$ cat src/rtl/spi_slave_tx.sv
// SPI mode-0 transmit-only slave: loads a WIDTH-bit frame on the clk side and shifts it out MSB first on miso.
// Define SPI_SLAVE_TX_DBG_EN to expose the state (_dbg_cs) and bit counter (_dbg_idx) as extra outputs.
module spi_slave_tx #(
    parameter int WIDTH = 8
) (
    input  logic             clk,
    input  logic             rst,
    input  logic [WIDTH-1:0] data_in,
    input  logic             load,
    input  logic             sck,
    input  logic             ss,
    output logic             miso,
    output logic             busy,
    output logic             armed,
    output logic             done,
    output logic             err
`ifdef SPI_SLAVE_TX_DBG_EN
    ,
    output logic [1:0]       _dbg_cs,
    output logic [3:0]       _dbg_idx
`endif
);

    typedef enum logic [1:0] {
        IDLE    = 2'd0,
        ARMED   = 2'd1,
        SHIFT   = 2'd2,
        WAIT_SS = 2'd3
    } state_t;

    // Counter must reach WIDTH itself, so 5 bits covers the full 2..16 range.
    localparam logic [4:0] LAST_BIT = 5'(WIDTH - 1);

    state_t           state, state_next;
    logic [WIDTH-1:0] shreg, shreg_next;
    logic [4:0]       bit_cnt, bit_cnt_next;
    logic             done_next, err_next, miso_next;

    logic sck_meta, sck_sync, sck_prev;
    logic ss_meta, ss_sync, ss_prev;
    logic sck_rise, sck_fall, ss_rise, ss_fall;

    assign sck_rise = sck_sync & ~sck_prev;
    assign sck_fall = ~sck_sync & sck_prev;
    assign ss_rise  = ss_sync & ~ss_prev;
    assign ss_fall  = ~ss_sync & ss_prev;

    // NOTE: every signal written here gets a default first so no path leaves one unassigned (which would infer a latch).
    always_comb begin
        state_next   = state;
        shreg_next   = shreg;
        bit_cnt_next = bit_cnt;
        done_next    = 1'b0;
        err_next     = 1'b0;
        unique case (state)
            IDLE: begin
                if (load) begin
                    shreg_next = data_in;
                end
                // An ss edge with nothing armed is an underrun even if a load lands on the same cycle.
                if (ss_fall) begin
                    state_next = WAIT_SS;
                    err_next   = 1'b1;
                end else if (load) begin
                    state_next = ARMED;
                end
            end
            ARMED: begin
                if (load) begin
                    shreg_next = data_in;
                end
                if (ss_fall) begin
                    state_next   = SHIFT;
                    bit_cnt_next = '0;
                end
            end
            SHIFT: begin
                if (ss_rise) begin
                    state_next = IDLE;
                    shreg_next = '0;
                    err_next   = 1'b1;
                end else if (sck_rise) begin
                    bit_cnt_next = bit_cnt + 5'd1;
                    if (bit_cnt == LAST_BIT) begin
                        state_next = WAIT_SS;
                        done_next  = 1'b1;
                    end
                end else if (sck_fall) begin
                    shreg_next = {shreg[WIDTH-2:0], 1'b0};
                end
            end
            WAIT_SS: begin
                if (ss_rise) begin
                    state_next = IDLE;
                end
            end
            default: state_next = IDLE;
        endcase
    end

    // miso is registered from the next-state view so the MSB is already on the wire while ARMED.
    assign miso_next = ((state_next == ARMED) || (state_next == SHIFT)) ? shreg_next[WIDTH-1] : 1'b0;

    // NOTE: state is updated with non-blocking assignments so every register samples pre-edge values.
    always_ff @(posedge clk) begin
        if (rst) begin
            sck_meta <= 1'b0;
            sck_sync <= 1'b0;
            sck_prev <= 1'b0;
            ss_meta  <= 1'b1;
            ss_sync  <= 1'b1;
            ss_prev  <= 1'b1;
            state    <= IDLE;
            shreg    <= '0;
            bit_cnt  <= '0;
            miso     <= 1'b0;
            done     <= 1'b0;
            err      <= 1'b0;
        end else begin
            sck_meta <= sck;
            sck_sync <= sck_meta;
            sck_prev <= sck_sync;
            ss_meta  <= ss;
            ss_sync  <= ss_meta;
            ss_prev  <= ss_sync;
            state    <= state_next;
            shreg    <= shreg_next;
            bit_cnt  <= bit_cnt_next;
            miso     <= miso_next;
            done     <= done_next;
            err      <= err_next;
        end
    end

    assign busy  = (state == SHIFT) || (state == WAIT_SS);
    assign armed = (state == ARMED);

`ifdef SPI_SLAVE_TX_DBG_EN
    assign _dbg_cs  = state;
    assign _dbg_idx = bit_cnt[3:0];
`endif

endmodule

$ cat config.mk
export PLATFORM = sky130hd
export DESIGN_NAME = spi_slave_tx
export DESIGN_NICKNAME = d
export VERILOG_FILES = /design/src/rtl/spi_slave_tx.sv
export SDC_FILE = /design/constraint.sdc
export NUM_CORES = 1
export LEC_CHECK = 0
export CAP_MARGIN = 20
export CORE_MARGIN = 4
export CORE_UTILIZATION = 40
export CTS_BUF_LIST = sky130_fd_sc_hd__clkbuf_8
export DETAILED_ROUTE_END_ITERATION = 7
export GPL_ROUTABILITY_DRIVEN = 0
export SLEW_MARGIN = 20
export SYNTH_ARGS = -nofsm -noshare
export SYNTH_HDL_FRONTEND = slang
export SYNTH_SLANG_ARGS = --single-unit
$ cat constraint.sdc
create_clock -name clk -period 1.8 [get_ports clk]
set_clock_uncertainty 0.1 [all_clocks]
set_input_delay 0.45 -clock clk [delete_from_list [all_inputs] [get_ports clk]]
set_output_delay 0.45 -clock clk [all_outputs]
set_load 0.01 [all_outputs]
; ---- Yosys cells after proc, flatten, opt, wreduce, memory -nomap -nowiden
; Index checks and enable logic that the tools add are counted.
[op_classes]
n_bitwise = 11
muxes = 21
add_sub_neg = 1
eq_ne = 12
reduce_logical = 10
[op_table]
columns = cell, n
row1 = $mux 8, 4
row2 = $pmux 8 s2, 1
row3 = $mux 5, 3
row4 = $mux 2, 7
row5 = $pmux 5 s2, 1
row6 = $pmux 2 s4, 1
row7 = $reduce_and 4->1, 2
row8 = $not 1->1, 7
row9 = $eq 2x2->1 const B, 3
row10 = $ne 3x3->1 const B, 2
row11 = $add 5x1->5 const B, 1
row12 = $eq 5x3->1 const B, 1
row13 = $and 1x1->1, 4
row14 = $eq 2x1->1 const B, 2
row15 = $ne 2x1->1 const B, 2
row16 = $ne 2x2->1 const B, 2
row17 = $reduce_bool 2->1, 2
row18 = $reduce_or 2->1, 2
row19 = $reduce_or 4->1, 1
row20 = $mux 1, 3
row21 = $logic_not 2->1, 1
row22 = $logic_or 1x1->1, 2
row23 = $pmux 1 s2, 1
[word_totals]
input_bits = 13
ff_bits = 24
word_cells = 68
output_inout_bits = 5

; ---- Longest topological paths before layout
[logic_depth]
depth_word = 9
mapped_depth = 5
mapped_depth_nobuf = 4

; ---- Least setup slack after synthesis
; No wires, ideal clock.
[synth_path]
path_type = register to register
from = reg state[1]
to = reg miso
setup_slack_ns = 0.402
t_required_ns = 1.621
t_arrival_ns = 1.219
stages_incl_launch_ff = 5
setup_time_ns = 0.079
path_cell_list = dfxtp_1 -> and4bb_4 -> nor4b_2 -> nand3_1 -> a211oi_2
[synth_via]
elab_chain_len = 8
word_cells_on_any_way = 19
classes_between = eq/ne (5) / mux (9) / bitwise (1) / reduce/logical (4)
[synth_rtl]
columns = item, line
row1 = start: declaration, 34  ; state_t state, state_next;
row2 = start signal: assignment, 126  ; state <= state_next;
row3 = $mux 2, 84  ; if (bit_cnt == LAST_BIT) begin
row4 = $mux 2, 82  ; end else if (sck_rise) begin
row5 = $mux 2, 78  ; if (ss_rise) begin
row6 = $pmux 2 s4, 55  ; unique case (state)
row7 = $eq 2x1->1 or $eq 2x2->1 (tied branches), 102  ; assign miso_next = ((state_next == ARMED) || (state_next == SHIFT)) ? shreg_next[WIDTH-1] : 1'b0;
row8 = $logic_or 1x1->1, 102
row9 = $not 1->1 (no line), n/a
row10 = $reduce_or 2->1 (no line), n/a
row11 = end signal: assignment, 129  ; miso <= miso_next;
row12 = end: declaration, 12  ; output logic miso,
; Parallel ways exist; a longest one is shown, timed or not.
; A chain may end at the register's enable or synchronous reset.

; ---- Worst setup path after layout
[layout_path]
from = reg state[1]
to = out busy
[layout_via]
elab_chain_len = 2
word_cells_on_any_way = 3
classes_between = eq/ne (2) / reduce/logical (1)
[layout_rtl]
columns = item, line
row1 = $eq 2x2->1, 135  ; assign busy = (state == SHIFT) || (state == WAIT_SS);
row2 = $logic_or 1x1->1 (*), 135
row3 = end: declaration, 13  ; output logic busy,
; Every way passes the cells marked *; elsewhere a longest branch is shown, timed or not.

==> summary.txt <==
Layout
  – Fin cells: 166
  – Synthesis-to-finish area growth: 29.79%
  – Commonest cells after routing, fill and taps aside: 23 x dfxtp_1, 16 x clkdlybuf4s50_1, 12 x a21oi_1, 8 x buf_4, 7 x o21ai_1
  – # nets final: 151
  – Antenna diodes: 0
  – Commonest non-fill, non-tap cell in the layout: dfxtp_1
  – Final instance area: around 0.0014 mm^2
  – Layout cells sized above 1: ~16%
  – Final Core Density: a little under three fifths

STA
  – Slew margin rel.: 76.84%
  – Final setup viols: 0
  – Tcrit/Tclk final: 96.99%
  – Max Freq: around 570 MHz
  – Final hold vios: 0
  – Max-slew violations: 0
  – Setup slack after layout: approximately 54 ps
  – Fin crit period: 1746 ps
  – Worst Max-Slew Pin Slew: between 300 and 400 ps
  – RSZ-0062 raised after global routing: false

Detailed routing
  – DR pass1 iterations: 4
  – Post-DRT Antenna Nets: 0
  – DR WL/cell: 12.57 um
  – Via count: between 800 and 900
  – Via density: around 5.3
  – Drt total wl: ~2100 um
  – # DRC: 0
  – DRT iter0 DRCs: 14

Synth
  – #FFs+latches synth: 24
  – Average cell area after synthesis: around 9.6 um^2
  – Mapped Nets: about 130
  – Post-synth EDFFs: 0
  – Synth area leaders: dfxtp_1 45%, a21oi_1 5.6%, a22oi_1 4.2%
  – Top-area cell type share of the netlist area: 44.86%
  – Yosys warnings: 0
  – Largest area contributor in the netlist: dfxtp_1
  – Post-Syn Area: around 0.0011 mm^2
  – Fraction of registers with async set/reset: 0%
  – Seq/Total Area, Yosys: 44.86%
  – Primary FF master, synth: dfxtp_1
  – Post-synth cell types: 39
  – Syn Inst Count: between 100 and 150

Clock tree
  – CTS root buffer: clkbuf_8
  – Num CTS Buffers: 3
  – Cts hold-fix bufs: 0
  – Clock Sinks: 24
  – Clock Latency Late Sink: between 200 and 300 ps
  – H-tree depth: 1
  – TritonCTS clock tree: yes
  – Clock-pin transition on the worst setup and hold timing paths: 90 ps
  – Clk buf depth: 2

GRT
  – Grt ovf: 0
  – GRT met1 Usage: ~17%
  – Met2 Use GR: 18.98%
  – Pin count of the biggest net entering global routing: 15
  – First-pass GRT wire length: roughly 3500 um
  – GRT Util Overall: between 10% and 20%
  – Vias in the first global route: ~800
  – Initial antenna violation count: 0
  – Met3 global-route usage: 2.592%
  – GRT busiest layer: met2

Min path
  – Hold WC Path Type: flop to flop
  – Hold depth: 1

Outcome
  – Status: complete, no violations

Critical path
  – Critical path's top delay family: buffers and inverters
  – Max Fanout on Critical Path: 8
  – Crit end category: primary output
  – CP peak stage delay: about 540 ps
  – R2R depth: 5
  – Critical-path top delay cell: clkdlybuf4s50_1
  – WP data arrival: about 1200 ps
  – Buf/Inv on CP: 1
  – Worst EP required: roughly 1300 ps
  – CP Cell Sequence: clkdlybuf4s50_1
  – Setup CP Type: flop to primary output
  – Worst path depth: 1
  – Crit start category: flop

Floorplan
  – I/O Pins: 18
  – Die Y: 59.75 um
  – Initial Util: about 42%
  – Die footprint: about 0.0036 mm^2
  – Die width: about 60 um
  – CORE AREA: between 0.002 and 0.003 mm^2
  – Core Rows: 18

Pwr
  – Max IR drop VDD: between 400 and 500 uV
  – Power share of the sequential group: ~48%
  – Internal power: about 930 uW
  – Sw frac: 21.19%
  – Sw power: between 200 and 300 uW
  – Leak Pwr: 0.0005051 uW
  – Comb pwr share: between 10% and 20%
  – Power per cell area: ~850 mW/mm^2
  – Clock network power share: 39.6%

Run
  – Max-cap violations: 0

Placed design
  – Placed cells: approximately 160
  – Detailed placement HPWL: between 1500 and 2000 um
  – Dpl ws: -169.9 ps
  – Port bufs: 17
  – DP Area: between 0.001 and 0.0015 mm^2
## flip-flops by register name, indices dropped and copies added (netlist names)
register	flops
ss_prev	1
err	1
ss_meta	1
state	2
miso	1
shreg	8
sck_prev	1
sck_meta	1
bit_cnt	5
ss_sync	1
done	1
sck_sync	1
## layout make-up
| cell class | instances | area [um^2] |
|---|---|---|
| Fill cell | 239 | 1132 |
| Multi-Input combinational cell | 82 | 564.3 |
| Sequential cell | 24 | 484.2 |
| Timing Repair Buffer | 25 | 229.0 |
| Clock buffer | 3 | 41.29 |
| Tap cell | 30 | 37.54 |
| Clock inverter | 1 | 30.03 |
| Inverter | 1 | 3.754 |
## power groups by stage
| stage | sequential (uW) | combinational [uW] | clock (uW) |
|---|---|---|---|
| floorplan | 579 | 82.5 | 0 |
| global placement | 578 | 151 | 0 |
| detailed placement | 579 | 152 | 0 |
| CTS | 566 | 151 | 477 |
| global route | 569 | 164 | 503 |
| finish | 566 | 150 | 468 |
## stage by stage
step	hold WS, ps	total power (uW)	setup TNS [ps]
3_3_place_gp	289.8	729.6	-350.6
2_1_floorplan	283.2	661.1	0
3_5_place_dp	293.8	730.5	-591.2
5_1_grt	333.0	1236	0
6_report	316.3	1184	0
4_1_cts	320.3	1195	0
## synthesized netlist by cell type, types with 3 or more instances
library cell	n
clkbuf_1	3
dfxtp_1	24
or2_1	4
or3_1	3
o21ai_0	3
o21ai_1	7
nor2_1	5
nand2b_1	3
a22oi_1	6
a21oi_1	12
nand3_1	5
nand2_1	4
nor2b_1	5
## layer usage
layer,wire length [um],up-vias
met4,28,0
met1,1008,402
met2,976,11
met5,0,-
met3,74,4
li1,-,457
## path summary, 6_finish.rpt
| check | startpoint | slack, ps | to |
|---|---|---|---|
| max | state[1] | 50 | busy |
| min | ss_meta | 320 | ss_sync |
| max reg2reg | state[1] | 200 | miso |
| min reg2reg | ss_meta | 320 | ss_sync |
## cells by family after synthesis
family,share of synthesized area (%)
and+or+nand+nor,26.87
AOI/OAI and AO/OA,21.96
DFF,44.86
buffers and inverters,2.453
muxes,1.869
xor gates and xnor gates,0.8179
adders and majority gates,1.168
## what timing repair did
item,in CTS,in global routing
gates cloned,0,0
gates resized for setup,2,1
setup buffers,0,0
setup endpoints to repair,2,1
pin swaps,0,0
Power figures use the tool's default switching activity.
